<file path="src/rtl/word_serializer_fifo.sv">
// Byte-granular circular FIFO: accepts NBYTES-wide words, returns them one byte per read, MSB first.
// Define FIFO_ERROR_FLAGS_EN to add sticky overflow/underflow outputs.
module word_serializer_fifo #(
  parameter int DBIT      = 8,
  parameter int NBYTES    = 2,
  parameter int ADDR_BITS = 3
) (
  input  logic                   clk,
  input  logic                   reset,
  input  logic                   wr,
  input  logic [DBIT*NBYTES-1:0] w_data,
  input  logic                   rd,
  output logic [DBIT-1:0]        r_data,
  output logic                   empty,
  output logic                   full,
  output logic [ADDR_BITS:0]     count
`ifdef FIFO_ERROR_FLAGS_EN
  ,
  output logic                   overflow,
  output logic                   underflow
`endif
);

  localparam int DEPTH = 2 ** ADDR_BITS;
  localparam logic [ADDR_BITS:0]   DEPTH_W   = (ADDR_BITS + 1)'(DEPTH);
  localparam logic [ADDR_BITS:0]   NBYTES_W  = (ADDR_BITS + 1)'(NBYTES);
  localparam logic [ADDR_BITS-1:0] PTR_STEP  = ADDR_BITS'(NBYTES);

  logic [DBIT-1:0]      mem [DEPTH];
  logic [ADDR_BITS-1:0] wr_ptr_reg;
  logic [ADDR_BITS-1:0] rd_ptr_reg;
  logic [ADDR_BITS:0]   count_reg;
  logic [ADDR_BITS:0]   count_next;
  logic [DBIT-1:0]      r_data_reg;
  logic [ADDR_BITS:0]   free_space;
  logic                 wr_acc;
  logic                 rd_acc;

  logic [DBIT-1:0]      byte_lane [NBYTES];
  logic [ADDR_BITS-1:0] byte_addr [NBYTES];

  // Lane 0 carries the most-significant byte so it lands first in read order.
  genvar gi;
  generate
    for (gi = 0; gi < NBYTES; gi++) begin : g_lane
      assign byte_lane[gi] = w_data[DBIT*(NBYTES-gi)-1 -: DBIT];
      assign byte_addr[gi] = wr_ptr_reg + ADDR_BITS'(gi);
    end
  endgenerate

  assign free_space = DEPTH_W - count_reg;
  assign wr_acc     = wr && (free_space >= NBYTES_W);
  assign rd_acc     = rd && (count_reg != '0);

  always_comb begin
    count_next = count_reg;
    if (wr_acc) count_next = count_next + NBYTES_W;
    if (rd_acc) count_next = count_next - (ADDR_BITS + 1)'(1);
  end

  always_ff @(posedge clk) begin
    if (!reset && wr_acc) begin
      for (int k = 0; k < NBYTES; k++) begin
        mem[byte_addr[k]] <= byte_lane[k];
      end
    end
  end

  always_ff @(posedge clk) begin
    if (reset) begin
      wr_ptr_reg <= '0;
      rd_ptr_reg <= '0;
      count_reg  <= '0;
      r_data_reg <= '0;
    end else begin
      if (wr_acc) wr_ptr_reg <= wr_ptr_reg + PTR_STEP;
      if (rd_acc) begin
        r_data_reg <= mem[rd_ptr_reg];
        rd_ptr_reg <= rd_ptr_reg + ADDR_BITS'(1);
      end
      count_reg <= count_next;
    end
  end

  assign r_data = r_data_reg;
  assign count  = count_reg;
  assign empty  = (count_reg == '0);
  assign full   = (free_space < NBYTES_W);

`ifdef FIFO_ERROR_FLAGS_EN
  logic overflow_reg;
  logic underflow_reg;

  always_ff @(posedge clk) begin
    if (reset) begin
      overflow_reg  <= 1'b0;
      underflow_reg <= 1'b0;
    end else begin
      if (wr && !wr_acc) overflow_reg  <= 1'b1;
      if (rd && !rd_acc) underflow_reg <= 1'b1;
    end
  end

  assign overflow  = overflow_reg;
  assign underflow = underflow_reg;
`endif

endmodule

</file>
<file path="config.mk">
export PLATFORM = sky130hd
export DESIGN_NAME = word_serializer_fifo
export DESIGN_NICKNAME = d
export VERILOG_FILES = /design/src/rtl/word_serializer_fifo.sv
export SDC_FILE = /design/constraint.sdc
export NUM_CORES = 1
export LEC_CHECK = 0
export ABC_AREA = 1
export BUFFER_PORTS_ARGS = -buffer_cell sky130_fd_sc_hd__buf_4
export CORE_MARGIN = 2
export CORE_UTILIZATION = 50
export DETAILED_ROUTE_END_ITERATION = 7
export GPL_TIMING_DRIVEN = 0
export PLACE_DENSITY = 0.77
export SKIP_LAST_GASP = 1
export SLEW_MARGIN = 20
export SYNTH_ARGS = -nofsm -noshare
export SYNTH_HDL_FRONTEND = slang
export SYNTH_SLANG_ARGS = --single-unit
</file>
<file path="constraint.sdc">
create_clock -name clk -period 3.7 [get_ports clk]
set_clock_uncertainty 0.2 [all_clocks]
set_input_delay 0.925 -clock clk [delete_from_list [all_inputs] [get_ports clk]]
set_output_delay 0.925 -clock clk [all_outputs]
set_load 0.01 [all_outputs]
</file>
# Word-level counts from Yosys, hierarchy flattened
# Memories as Yosys holds them, arrays and structs flattened. A register that Yosys moved wholly into a read port is not among the register bits.
# Cells that the tools add are included.
# W data, S select, Z words.
totals:
  n_memories: 1
  ff_bits: 10
  word_cells: 22
  inputBits: 20
  ramBits: 64
classes:
  n_mux: 4
  add_sub_neg: 6
  magnitude_cmp: 2
  reduce_logical: 6
memory_table:
  columns: ["memory", "depth", "word_bits", "read_ports", "rd_clocked_by_memory_dff", "wr", "line", "source"]
  rows:
  - ["mem", 8, 8, 1, 1, 2, "29", "logic [DBIT-1:0] mem [DEPTH];"]
op_table:
  columns: ["cell", "count"]
  rows:
  - ["$mux W4", 2]
  - ["$add A3 B1 Y3 const B", 2]
  - ["$add A4 B2 Y4 const B", 1]
  - ["$ge A4 B2 Y1 const B", 1]
  - ["$logic_not A4 Y1", 1]
  - ["$lt A4 B2 Y1 const B", 1]
  - ["$reduce_bool A4 Y1", 1]
  - ["$sub A4 B1 Y4 const B", 1]
  - ["$sub A4 B4 Y4 const A", 1]
  - ["$add A3 B2 Y3 const B", 1]
  - ["$logic_and A1 B1 Y1", 3]
  - ["$mux W1", 2]
  - ["$logic_not A1 Y1", 1]

# Logic depth before layout (Yosys ltp)
depth:
  word_depth: 6
  mapped_depth: 14

# Worst setup path before layout
# No wires, ideal clock.
synth_path:
  path_kind: "input port to flip-flop"
  from: "input port reset"
  to: "memory mem[0][0] (enable)"
  stages: 3
  n_path_buf: 0
  setup_ps: 389
  arrival_ps: 1883
  path_slack_ps: 1228
  cell_sequence: "inv_1 > nand3_1 > nor2_1"
synth_lines:
  columns: ["element", "line", "source"]
  rows:
  - ["start, declared", "9", "input logic reset,"]
  - ["end, declared", "29", null]

# Worst setup path after layout
layout_path:
  from: "register count_reg[1] (netlist: count[1])"
  to: "output port full"
layout_between:
  elab_chain_len: 2
layout_lines:
  columns: ["element", "line", "source"]
  rows:
  - ["start, declared", "32", "logic [ADDR_BITS:0] count_reg;"]
  - ["start signal, assigned", "81", "count_reg <= count_next;"]
  - ["$sub A4 B4 Y4", "51", "assign free_space = DEPTH_W - count_reg;"]
  - ["$lt A4 B2 Y1", "88", "assign full = (free_space < NBYTES_W);"]
  - ["end, declared", "15", "output logic full,"]
# No other way between the ends.

==> metrics.csv <==
stage,metric,value,unit
status,status,completed,
timing,Least-Margin Pin Slew,0.897,ns
routing,vias,2288,
routing,initial detailed-routing violation count,186,
floorplan,core area,6350,um2
logic_synthesis,"top cells by area, synth","edfxtp_1 (58%), dfxtp_1 (10%), o21ai_0 (5.8%)",
logic_synthesis,Yosys cell types,24,
placed_design,Placer Congestion,0.788,
timing,Slew Limit Fails,0,
logic_synthesis,Synth Area in Adders,3.42,%
logic_synthesis,Post-Syn Area,3300,um2
clock_network,CTS resizes,0,
global_route,largest net degree at the start of global routing,17,
power_and_ir_drop,peak supply drop,0.444,mV
logic_synthesis,#FFs+latches synth,81,
routing,DR DRC count,0,
setup_path,CP required,2.57,ns
placed_design,post-DP HPWL,4420,um
cells_and_area,fin cells,405,
cells_and_area,final core occ,61.1,%
timing,final setup fails,0,
timing,final period utilization,73.8,%
global_route,gr usage total,20.1,%
logic_synthesis,mux cell area share after synthesis,0,%
timing,Final Hold Vio Count,0,
logic_synthesis,Syn Inst Count,278,
timing,fin crit period,2.73,ns
setup_path,signal arrival time at the worst endpoint,1.61,ns
logic_synthesis,most common flop cell mapped by yosys,edfxtp_1,
setup_path,Slowest cell on crit path,dfxtp_1,
timing,final setup margin,0.969,ns
power_and_ir_drop,Design Power,2.92,mW
clock_network,CTS tree,yes,
clock_network,H-tree levels,3,
routing,Via density,5.65,
cells_and_area,Area Growth Syn to Fin,17.7,%
setup_path,WP buf/inv,3,
logic_synthesis,most frequent cells after synthesis,"edfxtp_1 (64), nor2_1 (40), o21ai_0 (38)",
cells_and_area,antenna cells,0,
placed_design,Port-buffer cells,33,
clock_network,CTS Hold Bufs,0,
clock_network,CTS Buffer Depth,2,
timing,setup tns final,0,ns
clock_network,clock sink count,81,
logic_synthesis,post-synthesis simple-gate area fraction,9.95,%
logic_synthesis,largest family of logic cells by synthesized area,compound AO/OA/AOI/OAI gates,
job,max_cap viols,0,
setup_path,Critical Path Start Type,flip-flop,
global_route,vias in the first global route,2175,
routing,wire length per cell,16.6,um
logic_synthesis,share of the synthesized area in the top cell type,58.3,%
routing,Detailed Routing Iterations Pass 1,5,
floorplan,Boundary Pins,34,
setup_path,Crit path largest cell delay,0.42,ns
setup_path,crit path kind,reg -> out,
logic_synthesis,synth warn,0,
cells_and_area,max reg flops,64,
logic_synthesis,syn avg cell area,11.9,um2
logic_synthesis,xor/xnor cell area share of the yosys netlist,0.266,%
setup_path,CP dominant cell by count,nand2_1,
global_route,GRT Residual Overflow,0,
setup_path,Crit Path Max Fanout,5,
clock_network,clock slew at reported path FFs,0.08,ns
floorplan,Die H,85.2,um
placed_design,placed cell count,389,
logic_synthesis,most frequent cell after synthesis,edfxtp_1,
setup_path,cell family with most CP delay,flip-flops,
floorplan,Initial Utilization,51.9,%
timing,RSZ-0062 raised after global routing,false,
global_route,first-pass GRT wire length,10700,um
timing,max frequency,0.366,GHz
clock_network,clock root buffer,clkbuf_8,
clock_network,Clock Latency Late Sink,0.36,ns
hold_path,Hold/Removal Path Class,reg -> reg,
logic_synthesis,Post-synth ARST share,0,%
power_and_ir_drop,static leakage,1.42,nW
setup_path,crit end category,output port,
setup_path,worst path cell trace,"inv_1, ha_1, inv_2, nand2_1, nand2_1, nor2_2, and2_2, buf_4",
global_route,antenna violations before repair,0,
floorplan,Die ar.,7260,um2
logic_synthesis,Syn Nets,307,
logic_synthesis,"Seq/Total Area, Yosys",68.6,%
placed_design,dpl ws,0.897,ns
clock_network,setup bufs post-CTS,0,
power_and_ir_drop,pwr/cell area,752,nW/um2
routing,Routed WL,6710,um
logic_synthesis,Post-synth EDFFs,64,
floorplan,die width,85.2,um
clock_network,TritonCTS Buffers,9,
cells_and_area,nets,352,
logic_synthesis,complex-gate fraction of the synthesized area,13.7,%
floorplan,row cnt,29,
logic_synthesis,Synth area leader,edfxtp_1,
cells_and_area,layout cell share with drive strength beyond 1,22.3,%
timing,Rel. slew slack,40.2,%
routing,Final ANT Viol Nets,0,
## path summary, 6_finish.rpt
path	startpoint	endpoint	slack, ns	cells past startpoint
worst max register to register	count[1]	mem[2][5]	1.12	9
worst min-delay path	r_data[7]	r_data[7]	0.27	2
worst min register to register	r_data[7]	r_data[7]	0.27	2
worst max-delay path	count[1]	full	0.97	8
## metal layers
metal / GRT usage, % / routed length (um)
met3: 4.18 / 554
met4: 12.6 / 168
met5: 0 / 0
met1: 26.6 / 2870
met2: 30.5 / 3120
## cell type report
cell class | instances | area [um2]
clock buffers | 10 | 128
multi-input cells | 164 | 910
plain buffers | 13 | 58.8
clock inverters | 6 | 90.1
well taps | 77 | 96.3
inverters | 20 | 75.1
flip-flops and latches | 81 | 2260
fillers | 509 | 2470
repair buffers | 34 | 259
## tightest hold or removal path: cells and delay by family, from the launching register on
kind | cells | cell delay, ns
AND/OR/NAND/NOR | 1 | 0.06
AO/OA/AOI/OAI | 1 | 0.05
flip-flops | 1 | 0.32
## cell usage in the layout (no fill, tap or decap), types with 5 or more instances in the layout
cell type,synthesis,layout
nor2_1,40,36
buf_4,0,33
o221ai_1,8,8
nand3_1,5,5
edfxtp_1,64,64
clkbuf_1,5,6
buf_2,8,8
dfxtp_1,17,17
clkbuf_8,0,9
o211ai_1,8,8
a21oi_1,16,16
inv_2,5,5
nor2_2,1,5
ha_1,9,9
o21ai_0,38,38
inv_1,14,14
o22ai_1,8,8
nand2_1,22,22
## cells by family after synthesis
group,after synthesis
simple gates,76
buf+inv,33
fa+ha+maj,9
compound gates,78
xor+xnor,1
flops,81
## metrics by stage
| step | hold WS, ns | area (um2) |
|---|---|---|
| final | 0.268 | 3880 |
| after global routing | 0.287 | 3880 |
| after CTS | 0.271 | 3880 |
| after detailed placement | 0.257 | 3660 |
| after global placement | 0.253 | 3640 |
| after floorplan | 0.288 | 3300 |
## power breakdown
group | total [mW] | internal [mW] | switching (mW)
clock network | 0.705 | 0.384 | 0.322
registers | 1.21 | 1.13 | 0.0786
logic | 1.00 | 0.377 | 0.626
Note: power is estimated with default switching activity, not from simulation.
